`src/rtl/vram_pkg.sv`:
```
// Shared constants for the video RAM arbiter slice.
// Read-owner encoding and default bus widths.
package vram_pkg;

    localparam int AW_DEF = 11;
    localparam int DW_DEF = 16;
    localparam int SW_DEF = 16;

    localparam logic [1:0] OWN_NONE = 2'd0;
    localparam logic [1:0] OWN_VGA  = 2'd1;
    localparam logic [1:0] OWN_CPU  = 2'd2;
    localparam logic [1:0] OWN_SPI  = 2'd3;

    typedef enum logic [1:0] {
        O_NONE = OWN_NONE,
        O_VGA  = OWN_VGA,
        O_CPU  = OWN_CPU,
        O_SPI  = OWN_SPI
    } owner_e;

endpackage

```
`src/rtl/vram_arbiter_if.sv`:
```
// Bus bundle between VGA/CPU/SPI clients, the RAM macro and the arbiter.
// slave: arbiter side. master: clients + RAM side.
interface vram_arbiter_if
    import vram_pkg::*;
#(
    parameter int AW = AW_DEF,
    parameter int DW = DW_DEF,
    parameter int SW = SW_DEF
);
    logic          vga_req;
    logic [AW-1:0] vga_addr;
    logic [DW-1:0] vga_rdata;
    logic          vga_rvalid;

    logic          cpu_valid;
    logic          cpu_we;
    logic [AW-1:0] cpu_addr;
    logic [DW-1:0] cpu_wdata;
    logic          cpu_ready;
    logic [DW-1:0] cpu_rdata;
    logic          cpu_rvalid;

    logic          spi_valid;
    logic          spi_we;
    logic [AW-1:0] spi_addr;
    logic [DW-1:0] spi_wdata;
    logic          spi_ready;
    logic [DW-1:0] spi_rdata;
    logic          spi_rvalid;

    logic [AW-1:0] mem_addr;
    logic [DW-1:0] mem_wdata;
    logic          mem_we;
    logic          mem_re;
    logic [DW-1:0] mem_rdata;

    logic [SW-1:0] stall_cnt;

    modport slave (
        input  vga_req, vga_addr,
        output vga_rdata, vga_rvalid,
        input  cpu_valid, cpu_we, cpu_addr, cpu_wdata,
        output cpu_ready, cpu_rdata, cpu_rvalid,
        input  spi_valid, spi_we, spi_addr, spi_wdata,
        output spi_ready, spi_rdata, spi_rvalid,
        output mem_addr, mem_wdata, mem_we, mem_re,
        input  mem_rdata,
        output stall_cnt
    );

    modport master (
        output vga_req, vga_addr,
        input  vga_rdata, vga_rvalid,
        output cpu_valid, cpu_we, cpu_addr, cpu_wdata,
        input  cpu_ready, cpu_rdata, cpu_rvalid,
        output spi_valid, spi_we, spi_addr, spi_wdata,
        input  spi_ready, spi_rdata, spi_rvalid,
        input  mem_addr, mem_wdata, mem_we, mem_re,
        output mem_rdata,
        input  stall_cnt
    );

endinterface

```
`src/rtl/rr_arb2.sv`:
```
// Two-way round-robin arbiter; pointer moves only on contention.
// Ports: clk, rst_n, req_i[1:0] (0=CPU,1=SPI), gnt_o[1:0] one-hot.
module rr_arb2 (
    input  logic       clk,
    input  logic       rst_n,
    input  logic [1:0] req_i,
    output logic [1:0] gnt_o
);

    // 1 = SPI served last, so CPU wins the next tie.
    logic last_q;
    logic last_d;
    logic [1:0] gnt;

    always_comb begin
        gnt[0] = req_i[0] & (~req_i[1] | last_q);
        gnt[1] = req_i[1] & (~req_i[0] | ~last_q);
        last_d = last_q;
        if (&req_i) begin
            last_d = gnt[1];
        end
    end

    assign gnt_o = gnt;

    always_ff @(posedge clk or negedge rst_n) begin
        if (!rst_n) begin
            last_q <= 1'b1;
        end else begin
            last_q <= last_d;
        end
    end

endmodule

```
`src/rtl/vram_arbiter.sv`:
```
// Single-port VRAM arbiter: VGA absolute priority, CPU/SPI round-robin.
// Ports: clk, rst_n, bus (vram_arbiter_if.slave: clients, RAM, stall_cnt).
module vram_arbiter
    import vram_pkg::*;
#(
    parameter int AW = AW_DEF,
    parameter int DW = DW_DEF,
    parameter int SW = SW_DEF
) (
    input  logic           clk,
    input  logic           rst_n,
    vram_arbiter_if.slave  bus
);

    owner_e        owner_q;
    owner_e        owner_d;
    logic [SW-1:0] stall_q;
    logic [SW-1:0] stall_d;
    logic [AW-1:0] addr_q;
    logic [AW-1:0] addr_d;
    logic [DW-1:0] wdata_q;
    logic [DW-1:0] wdata_d;

    logic          vga_g;
    logic [1:0]    req;
    logic [1:0]    gnt;
    logic          cpu_rdy;
    logic          spi_rdy;
    logic          m_we;
    logic          m_re;
    logic          stall_inc;

    // VGA steals the slot before the round-robin sees any request.
    assign vga_g = rst_n & bus.vga_req;
    assign req   = {bus.spi_valid, bus.cpu_valid}
                 & {2{rst_n & ~bus.vga_req}};

    rr_arb2 u_rr (
        .clk   (clk),
        .rst_n (rst_n),
        .req_i (req),
        .gnt_o (gnt)
    );

    always_comb begin
        addr_d  = addr_q;
        wdata_d = wdata_q;
        m_we    = 1'b0;
        m_re    = 1'b0;
        cpu_rdy = 1'b0;
        spi_rdy = 1'b0;
        owner_d = O_NONE;
        unique case (1'b1)
            vga_g: begin
                addr_d  = bus.vga_addr;
                m_re    = 1'b1;
                owner_d = O_VGA;
            end
            gnt[0]: begin
                addr_d  = bus.cpu_addr;
                wdata_d = bus.cpu_wdata;
                m_we    = bus.cpu_we;
                m_re    = ~bus.cpu_we;
                cpu_rdy = 1'b1;
                owner_d = bus.cpu_we ? O_NONE : O_CPU;
            end
            gnt[1]: begin
                addr_d  = bus.spi_addr;
                wdata_d = bus.spi_wdata;
                m_we    = bus.spi_we;
                m_re    = ~bus.spi_we;
                spi_rdy = 1'b1;
                owner_d = bus.spi_we ? O_NONE : O_SPI;
            end
            default: begin
            end
        endcase
    end

    // Idle cycles hold the last address/data on the RAM pins.
    assign bus.mem_addr  = addr_d;
    assign bus.mem_wdata = wdata_d;
    assign bus.mem_we    = m_we;
    assign bus.mem_re    = m_re;
    assign bus.cpu_ready = cpu_rdy;
    assign bus.spi_ready = spi_rdy;

    assign stall_inc = (bus.cpu_valid & ~cpu_rdy)
                     | (bus.spi_valid & ~spi_rdy);

    always_comb begin
        stall_d = stall_q;
        if (stall_inc && !(&stall_q)) begin
            stall_d = stall_q + {{(SW-1){1'b0}}, 1'b1};
        end
    end

    always_ff @(posedge clk or negedge rst_n) begin
        if (!rst_n) begin
            owner_q <= O_NONE;
            stall_q <= '0;
            addr_q  <= '0;
            wdata_q <= '0;
        end else begin
            owner_q <= owner_d;
            stall_q <= stall_d;
            addr_q  <= addr_d;
            wdata_q <= wdata_d;
        end
    end

    assign bus.vga_rvalid = (owner_q == O_VGA);
    assign bus.cpu_rvalid = (owner_q == O_CPU);
    assign bus.spi_rvalid = (owner_q == O_SPI);
    assign bus.vga_rdata  = bus.mem_rdata;
    assign bus.cpu_rdata  = bus.mem_rdata;
    assign bus.spi_rdata  = bus.mem_rdata;
    assign bus.stall_cnt  = stall_q;

endmodule

```
`src/flat_wrapper.sv`:
```
// flat-port wrapper written by rule: the top's interface ports become plain ports
module vram_arbiter_flat import vram_pkg::*;
#(
    parameter int AW = AW_DEF,
    parameter int DW = DW_DEF,
    parameter int SW = SW_DEF
)
  (clk, rst_n, bus_vga_req, bus_vga_addr, bus_vga_rdata, bus_vga_rvalid, bus_cpu_valid, bus_cpu_we, bus_cpu_addr, bus_cpu_wdata, bus_cpu_ready, bus_cpu_rdata, bus_cpu_rvalid, bus_spi_valid, bus_spi_we, bus_spi_addr, bus_spi_wdata, bus_spi_ready, bus_spi_rdata, bus_spi_rvalid, bus_mem_addr, bus_mem_wdata, bus_mem_we, bus_mem_re, bus_mem_rdata, bus_stall_cnt);
  vram_arbiter_if #(.AW(AW), .DW(DW), .SW(SW)) bus_i ();
  input  logic clk;
  input  logic rst_n;
  input wire logic [$bits(bus_i.vga_req)-1:0] bus_vga_req;
  input wire logic [$bits(bus_i.vga_addr)-1:0] bus_vga_addr;
  output wire logic [$bits(bus_i.vga_rdata)-1:0] bus_vga_rdata;
  output wire logic [$bits(bus_i.vga_rvalid)-1:0] bus_vga_rvalid;
  input wire logic [$bits(bus_i.cpu_valid)-1:0] bus_cpu_valid;
  input wire logic [$bits(bus_i.cpu_we)-1:0] bus_cpu_we;
  input wire logic [$bits(bus_i.cpu_addr)-1:0] bus_cpu_addr;
  input wire logic [$bits(bus_i.cpu_wdata)-1:0] bus_cpu_wdata;
  output wire logic [$bits(bus_i.cpu_ready)-1:0] bus_cpu_ready;
  output wire logic [$bits(bus_i.cpu_rdata)-1:0] bus_cpu_rdata;
  output wire logic [$bits(bus_i.cpu_rvalid)-1:0] bus_cpu_rvalid;
  input wire logic [$bits(bus_i.spi_valid)-1:0] bus_spi_valid;
  input wire logic [$bits(bus_i.spi_we)-1:0] bus_spi_we;
  input wire logic [$bits(bus_i.spi_addr)-1:0] bus_spi_addr;
  input wire logic [$bits(bus_i.spi_wdata)-1:0] bus_spi_wdata;
  output wire logic [$bits(bus_i.spi_ready)-1:0] bus_spi_ready;
  output wire logic [$bits(bus_i.spi_rdata)-1:0] bus_spi_rdata;
  output wire logic [$bits(bus_i.spi_rvalid)-1:0] bus_spi_rvalid;
  output wire logic [$bits(bus_i.mem_addr)-1:0] bus_mem_addr;
  output wire logic [$bits(bus_i.mem_wdata)-1:0] bus_mem_wdata;
  output wire logic [$bits(bus_i.mem_we)-1:0] bus_mem_we;
  output wire logic [$bits(bus_i.mem_re)-1:0] bus_mem_re;
  input wire logic [$bits(bus_i.mem_rdata)-1:0] bus_mem_rdata;
  output wire logic [$bits(bus_i.stall_cnt)-1:0] bus_stall_cnt;
  assign bus_i.vga_req = bus_vga_req;
  assign bus_i.vga_addr = bus_vga_addr;
  assign bus_vga_rdata = bus_i.vga_rdata;
  assign bus_vga_rvalid = bus_i.vga_rvalid;
  assign bus_i.cpu_valid = bus_cpu_valid;
  assign bus_i.cpu_we = bus_cpu_we;
  assign bus_i.cpu_addr = bus_cpu_addr;
  assign bus_i.cpu_wdata = bus_cpu_wdata;
  assign bus_cpu_ready = bus_i.cpu_ready;
  assign bus_cpu_rdata = bus_i.cpu_rdata;
  assign bus_cpu_rvalid = bus_i.cpu_rvalid;
  assign bus_i.spi_valid = bus_spi_valid;
  assign bus_i.spi_we = bus_spi_we;
  assign bus_i.spi_addr = bus_spi_addr;
  assign bus_i.spi_wdata = bus_spi_wdata;
  assign bus_spi_ready = bus_i.spi_ready;
  assign bus_spi_rdata = bus_i.spi_rdata;
  assign bus_spi_rvalid = bus_i.spi_rvalid;
  assign bus_mem_addr = bus_i.mem_addr;
  assign bus_mem_wdata = bus_i.mem_wdata;
  assign bus_mem_we = bus_i.mem_we;
  assign bus_mem_re = bus_i.mem_re;
  assign bus_i.mem_rdata = bus_mem_rdata;
  assign bus_stall_cnt = bus_i.stall_cnt;
  vram_arbiter #(.AW(AW), .DW(DW), .SW(SW)) u_core (.clk(clk), .rst_n(rst_n), .bus(bus_i));
endmodule
```
`config.mk`:
```
export PLATFORM = sky130hd
export DESIGN_NAME = vram_arbiter_flat
export DESIGN_NICKNAME = d
export VERILOG_FILES = /design/src/rtl/vram_pkg.sv /design/src/rtl/vram_arbiter_if.sv /design/src/rtl/rr_arb2.sv /design/src/rtl/vram_arbiter.sv /design/src/flat_wrapper.sv
export SDC_FILE = /design/constraint.sdc
export NUM_CORES = 1
export LEC_CHECK = 0
export ABC_AREA = 1
export CELL_PAD_IN_SITES_DETAIL_PLACEMENT = 1
export CELL_PAD_IN_SITES_GLOBAL_PLACEMENT = 1
export CORE_MARGIN = 2
export CORE_UTILIZATION = 26
export CTS_CLUSTER_DIAMETER = 80
export CTS_CLUSTER_SIZE = 24
export DETAILED_ROUTE_END_ITERATION = 8
export PLACE_DENSITY_LB_ADDON = 0.1
export SETUP_SLACK_MARGIN = 0.05
export SLEW_MARGIN = 40
export SYNTH_ARGS = -nofsm -noshare
export SYNTH_HDL_FRONTEND = slang
export SYNTH_SLANG_ARGS = --single-unit
```
`constraint.sdc`:
```
create_clock -name clk -period 4.25 [get_ports clk]
set_input_delay 0.425 -clock clk [delete_from_list [all_inputs] [get_ports clk]]
set_output_delay 0.425 -clock clk [all_outputs]
set_load 0.01 [all_outputs]
```
* Yosys cells after proc, flatten, opt, wreduce, memory -nomap -nowiden
Index checks and enable logic that the tools add are counted.
Storage, ports and cells: bits of input ports 88, register bits after elaboration 46, output and inout port bits 98, word-level logic and storage cells 40
Cells by class: reduce and logical (&&, ||, !) cells 4, mux-type cells 9, add/sub/neg operators 1, bitwise gates (word level) 18, eq/ne operators 3
Operators with widths (number):
- $pmux 11 s3 | 1
- $pmux 16 s2 | 1
- $add 16x1->16 const B | 1
- $reduce_and 16->1 | 1
- $not 1->1 | 8
- $and 1x1->1 | 6
- $pmux 2 s3 | 1
- $eq 2x2->1 const B | 2
- $mux 2 | 2
- $or 1x1->1 | 3
- $pmux 1 s3 | 1
- $and 2x2->2 | 1
- $eq 2x1->1 const B | 1
- $mux 1 | 2
- $pmux 1 s2 | 1
- $reduce_and 2->1 | 1
- $logic_and 1x1->1 | 1
- $logic_not 1->1 | 1

* Logic depth before layout (Yosys ltp)
Gate-level depths: netlist of run 1.
depth in word-level cells 11, depth in mapped cells 11, mapped depth without buffers 10

* Modules after synthesis
A second synthesis of run 1 with hierarchy kept.
Second synthesis, totals: cells, all modules 372, area total of the unflattened synthesis 2830.2 um2
By module, submodules not included:
- vram_arbiter | cells an instance 364, instances 1, area an instance 2768.9 um2, seq. area each 1126.1 um2
- rr_arb2 | cells an instance 8, instances 1, area an instance 61.3 um2, seq. area each 26.3 um2

* Worst setup path before layout of run 1
Ideal clock, no wire load.
kind input-to-output, start input rst_n, end output bus_mem_wdata[0], stages on the path 8, arrival 1.258 ns, path buffers 2, required time 3.825 ns, setup slack 2.567 ns, cell sequence inv_1 -> nor2_4 -> nand3_1 -> inv_1 -> buf_2 -> buf_4 -> nand2_1 -> nand3_1
Between the ends: word-level cells in the longest chain between the ends 6, elaborated cells on any way between the ends 9
Ends and longest elaborated chain:
- start, declared | RTL line flat_wrapper.sv:11 | input logic rst_n;
- $and 1x1->1 (*) | RTL line vram_arbiter.sv:36 | & {2{rst_n & ~bus.vga_req}};
- $and 2x2->2 (*) | RTL line vram_arbiter.sv:36
- $not 1->1 (on tied branches) | RTL line rr_arb2.sv:17, rr_arb2.sv:16
- $or 1x1->1 (on tied branches) | RTL line rr_arb2.sv:17, rr_arb2.sv:16
- $and 1x1->1 (on tied branches) | RTL line rr_arb2.sv:17, rr_arb2.sv:16
- $pmux 16 s2 (*) | RTL line vram_arbiter.sv:53 | unique case (1'b1)
- end, declared | RTL line flat_wrapper.sv:31 | output wire logic [$bits(bus_i.mem_wdata)-1:0] bus_mem_wdata;
Mark *: on every way between the ends. The rest lies on a longest branch, timed or not.

* Worst setup path after layout of run 1
start input rst_n, end output bus_mem_re
Between the ends: word-level cells in the longest chain between the ends 6, elaborated cells on any way between the ends 10
Ends and longest elaborated chain:
- $and 1x1->1 | RTL line vram_arbiter.sv:36
- $and 2x2->2 | RTL line vram_arbiter.sv:36
- $not 1->1 (on tied branches) | RTL line rr_arb2.sv:17, rr_arb2.sv:16
- $or 1x1->1 (on tied branches) | RTL line rr_arb2.sv:17, rr_arb2.sv:16
- $and 1x1->1 (on tied branches) | RTL line rr_arb2.sv:17, rr_arb2.sv:16
- $pmux 1 s3 (*) | RTL line vram_arbiter.sv:53
- end, declared | RTL line flat_wrapper.sv:33 | output wire logic [$bits(bus_i.mem_re)-1:0] bus_mem_re;
Marked as above.

==> results.yml, run 1 <==
power:
  p_sw_mw: 0.4378
  p_seq_frac: 0.418
  pwr-share-clk: 0.235
  power.density_mw_per_mm2: 352.0
  leakage_nw: 1.734
  vdd.ir_drop.worst_mv: 0.1499
  p_total_mw: 1.388
  power.internal_mw: 0.9506
  switching_share: 0.3153
  power_frac_comb: 0.347
setup_path:
  cp_max_fo: 29
  r2r-start: "u_core.bus.stall_cnt[0]"
  reg2reg_slack_ps: 2110
  cp_cell_sequence: "buf_2 -> inv_1 -> nor2_4 -> nand3_1 -> inv_1 -> buf_4 -> nand2_1 -> o21ai_0 -> inv_1 -> nand2_1 -> clkdlybuf4s50_1"
  worstSetupStartpoint: "rst_n"
  cp.required_ps: 3830
  start_kind: "input port"
  crit_type: "in -> out"
  cp.arrival_ps: 2520
  worstRegToRegCells: 10
  reg2reg_to: "u_core.bus.stall_cnt[15]"
  cp_slowest_cell: "clkdlybuf4s50_1"
  cp_common_cell: "inv_1"
  crit_path_end_kind: "primary output"
  path_delay_family: "buffers and inverters"
  slowest_delay_ps: 520
  critPathBufInv: 6
routing:
  via_per_inst: 4.295
  dr.pass1.iters: 4
  dr_total_vias: 2590
  drt_iter0_markers: 57
  wl_um: 8718
  drc: 0
  wl_per_cell_um: 14.46
  final_antenna_net_count: 0
clocking:
  clock_sinks: 46
  clock_latency_ps: 310
  cts_hold_buf: 0
  htree_num_levels: 2
  post_cts_buffers: 0
  cts.repair.resized: 0
  root_buffer: "clkbuf_8"
  cts_tree: "yes"
  path_clk_slew_ps: 90
  cts_buffers: 5
  cts_buffer_depth: 2
finish:
  fillCellCount: 1322
  diodes: 0
  final_cell_area_mm2: 0.003944
  syn_to_final_growth_pct: 37.64
  final_nets: 551
  drive_gt1_frac: 0.06479
  final_util: 0.3654
global_routing:
  gr-usage-all-layers: 0.1504
  antenna_found_initial: 0
  grt_pass1_vias: 2719
  grt_max_degree: 32
  grt_overflow: 0
  grt_pass1_wl_um: 13770
timing:
  fin_crit_sh: 0.6921
  fin_crit_ps: 2941
  fmax_ghz: 0.3400
  finalSetupViolCount: 0
  fin_setup_tns_ps: 0
  max_slew.worst_pin.slew_ps: 467.3
  maxSlewViolCount: 0
  max_slew_margin: 0.6885
  fin_skew_ps: 8.177
  hold_violations: 0
  rsz0062_at_grt: "false"
synthesis:
  synth.top_cell.area_share: 0.3930
  yosys_warnings: 0
  synthFlopType: "dfrtp_1"
  synthTopCellsByArea: "dfrtp_1 39%, nand2_1 21%, buf_4 14%"
  synth_edf_count: 0
  synthesis.nets: 479
  syn_area_mm2: 0.002865
  yosysSeqAreaShare: 0.4022
  yosys.area.top_type: "dfrtp_1"
  ys_ff_latch: 46
  ys_types: 22
  synth_common_cells: "159 x nand2_1, 52 x buf_4, 45 x dfrtp_1"
  synthCells: 390
  yosysMostFrequentCell: "nand2_1"
  ys_async_sr_fraction: 1.000
  syn_area_per_cell_um2: 7.347
job:
  maxCapViolCount: 0
place:
  port_buffers: 121
  dp_hpwl_um: 6486
  placed_cell_area_mm2: 0.003834
  gp_congestion: 0.7538
floorplanning:
  die_area_mm2: 0.01188
  start_util: 0.2655
  die_y_um: 109.0
  rows: 38
  core-area_mm2: 0.01079
  die_width_um: 109.0
  pin_count: 186
status:
  outcome: "completed"
hold_path:
  hold_path.class: "in -> async"
[layout make-up]
type                    instances  area, um^2  share of cell area
flip-flops and latches         46        1152              0.2922
well taps                     140       175.2             0.04442
inverters                      24       91.34             0.02316
clock buffers                   8       110.1             0.02792
multi-input cells             259        1171              0.2970
repair buffers                126        1244              0.3154
[routing by layer]
| metal | share of wire | wire [um] | GRT usage |
|---|---|---|---|
| met3 | 0.11 | 924 | 0.07531 |
| met1 | 0.42 | 3638 | 0.1778 |
| met2 | 0.46 | 4053 | 0.2409 |
| met4 | 0.011 | 100 | 0.04121 |
| met5 | 0 | 0 | 0 |
[how the worst max path moves through the flow]
stage | slack [ps] | endpoint | depth (start not counted)
floorplan | 2570 | bus_mem_wdata[0] | 8
global placement | 1320 | bus_mem_wdata[7] | 9
detailed placement | 1210 | bus_mem_re | 11
CTS | 1220 | bus_mem_re | 11
global route | 1020 | bus_mem_re | 11
finish | 1310 | bus_mem_re | 11
[registers in the layout (all words and copies together), names as in the netlist]
name,flops
u_core.bus.stall_cnt,16
u_core.owner_q,2
u_core.addr_q,11
u_core.u_rr.last_q,1
u_core.wdata_q,16
[logic make-up (layout without fill, tap and decap cells)]
kind of cell / count (synthesis) / after routing / synth area share
AO/OA/AOI/OAI: 9 / 9 / 0.01703
XOR/XNOR: 8 / 8 / 0.02446
flip-flops: 46 / 46 / 0.4022
adder cells (fa/ha/maj): 1 / 1 / 0.004366
AND/OR/NAND/NOR: 241 / 241 / 0.3620
buffers and inverters: 85 / 158 / 0.1900
[cell usage in the layout, fill, tap and decap left out, types with 5 or more instances in the layout]
| master | synthesis | final |
|---|---|---|
| nand4_1 | 17 | 17 |
| nor2_1 | 19 | 18 |
| xnor2_1 | 8 | 8 |
| o21ai_0 | 8 | 8 |
| clkdlybuf4s50_1 | 0 | 120 |
| buf_4 | 52 | 5 |
| inv_1 | 22 | 22 |
| clkbuf_8 | 0 | 8 |
| dfrtp_1 | 45 | 45 |
| nand2_1 | 159 | 159 |
| nand2_2 | 7 | 7 |
| nand3_1 | 35 | 35 |
[power groups by stage]
stage	Combinational (mW)	Sequential, mW	Clock [mW]
2_1_floorplan	0.250	0.585	0
3_3_place_gp	0.489	0.587	0
3_5_place_dp	0.490	0.589	0
4_1_cts	0.494	0.582	0.344
5_1_grt	0.535	0.594	0.366
6_report	0.481	0.581	0.326
[worst reg2reg max path: cells and delay by family (launching register included)]
family | cells | cell delay, ps
flops | 1 | 470
fa+ha+maj | 1 | 240
simple gates | 6 | 810
buf+inv | 3 | 530
[through the flow]
stage / hold slack, ps / instances / setup slack, ps
after floorplan: 129.4 / 390 / 2567
after global placement: 399.3 / 595 / 1316
after global routing: 56.09 / 603 / 1024
after CTS: 51.78 / 603 / 1220
after detailed placement: 412.5 / 595 / 1214
final: 48.08 / 603 / 1309
No activity file was read; power rests on OpenSTA's default activity.
==> run 2: changes to the inputs <==
Settings changed: CORE_UTILIZATION 26 to 24.
Clock period 4.25 ns to 2.8 ns, I/O delays scaled along.
==> results.yml, run 2 (synthesis gave the netlist of run 1 again) <==
timing:
  fmax_ghz: 0.4058
  worst_slack_ps: 335.6
  rsz0062_at_grt: "false"
  max_slew.worst_pin.slew_ps: 549.8
  hold_ws_ps: -3.269
  fin_crit_ps: 2464
  max_slew_margin: 0.6335
  hold_violations: 1
  fin_setup_tns_ps: 0
  finalSetupViolCount: 0
  maxSlewViolCount: 0
  fin_crit_sh: 0.8801
  fin_skew_ps: 4.255
job:
  maxCapViolCount: 0
status:
  violations: "design-rule violations, negative hold slack"
  outcome: "finished with violations"
global_routing:
  grt_pass1_vias: 2961
  grt_overflow: 0
  antenna_found_initial: 0
  gr-usage-all-layers: 0.1485
  grt_pass1_wl_um: 15180
  grt_max_degree: 41
routing:
  dr_total_vias: 2677
  via_per_inst: 4.389
  drt_iter0_markers: 96
  wl_um: 9101
  dr.pass1.iters: 6
  wl_per_cell_um: 14.92
  final_antenna_net_count: 0
  drc: 6
setup_path:
  cp_max_fo: 19
  cp_slowest_cell: "clkdlybuf4s50_1"
  cp.required_ps: 2520
  crit_type: "in -> out"
  cp.arrival_ps: 2180
  crit_path_end_kind: "primary output"
  slowest_delay_ps: 560
  start_kind: "input port"
  cp_cell_sequence: "clkdlybuf4s50_1 -> nor2_4 -> nand2_1 -> nor2_2 -> buf_4 -> nand2_1 -> nand3_1 -> clkdlybuf4s50_1"
clocking:
  path_clk_slew_ps: 60
  root_buffer: "clkbuf_16"
  cts_buffers: 5
  htree_num_levels: 2
  clock_sinks: 46
  clock_latency_ps: 290
  cts_tree: "yes"
  cts_buffer_depth: 2
power:
  vdd.ir_drop.worst_mv: 0.2606
  power.density_mw_per_mm2: 551.2
  p_total_mw: 2.226
  leakage_nw: 1.776
finish:
  final_common_cell: "nand2_1"
  drive_gt1_frac: 0.06852
  diodes: 0
  syn_to_final_growth_pct: 40.92
  layout_common_cells: "159 x nand2_1, 120 x clkdlybuf4s50_1, 45 x dfrtp_1"
  final_nets: 555
floorplanning:
  core-area_mm2: 0.01152
  die_y_um: 113.3
  die_width_um: 113.3
  start_util: 0.2488
  die_area_mm2: 0.01283
  pin_count: 186
  rows: 39
place:
  dp_slack_ps: 287.2
  dp_hpwl_um: 6903
  gp_congestion: 0.7353
  port_buffers: 121
hold_path:
  hold_path.class: "in -> async"
==> run 2: changes by cell type in the layout (fill, tap and decap cells not counted), sizes merged <==
cell and change:
clkbuf -2, dlygate4sd3 +1, clkinv +2, buf +3
==> run 2: layout make-up <==
cell class,count,area (um^2)
inverters,24,91.34
well taps,143,178.9
repair buffers,130,1301
multi-input cells,259,1171
clock buffers,6,128.9
clock inverters,2,13.76
fillers,1417,7478
flip-flops and latches,46,1152
==> run 2: worst max-delay path, delay by kind of cell <==
family / cells / cell delay (ps)
AND/OR/NAND/NOR: 5 / 600
buffers and inverters: 3 / 1310
==> run 2: metal layers <==
layer  vias to the layer above  track usage  share of wire  wire (um)
met5                         -            0              0          0
met4                         0      0.03089         0.0087         79
met3                         5      0.07659           0.12       1075
met2                       116       0.2423           0.46       4208
met1                      1229       0.1755           0.41       3737
li1                       1327            -              -          -
==> run 2: worst paths after layout <==
| kind | slack [ps] | cells after the start | to | start |
|---|---|---|---|---|
| min reg2reg | 500 | 2 | u_core.wdata_q[9] | u_core.wdata_q[9] |
| min in group clk | 430 | 5 | u_core.u_rr.last_q | rst_n |
| min | -3 | 1 | u_core.u_rr.last_q | rst_n |
| max | 340 | 8 | bus_mem_wdata[0] | bus_vga_req |
| max in group asynchronous | 2090 | 2 | u_core.addr_q[3] | rst_n |
| max reg2reg | 1020 | 10 | u_core.bus.stall_cnt[4] | u_core.bus.stall_cnt[0] |
==> run 2: repair_timing <==
item	4_1_cts	5_1_grt
buffers inserted	0	0
gates resized for setup	0	0
hold buffers	1	0
hold endpoints to repair	5	0
endpoints found under the setup margin	0	0
==> run 2: stage by stage <==
step | util | hold WS (ps) | area (um^2) | std cells
floorplan | - | -15.59 | 2865 | 390
global placement | 0.3374 | 165.0 | 3885 | 601
detailed placement | 0.3374 | 160.1 | 3885 | 601
CTS | 0.3506 | 2.599 | 4038 | 610
global route | 0.3506 | 12.01 | 4038 | 610
finish | 0.3506 | -3.269 | 4038 | 610
==> run 2: where the power goes <==
group          leakage, nW  internal, mW  switching, mW
clock network       0.0708         0.332          0.268
registers            0.585         0.794         0.0872
logic                 1.12         0.410          0.335
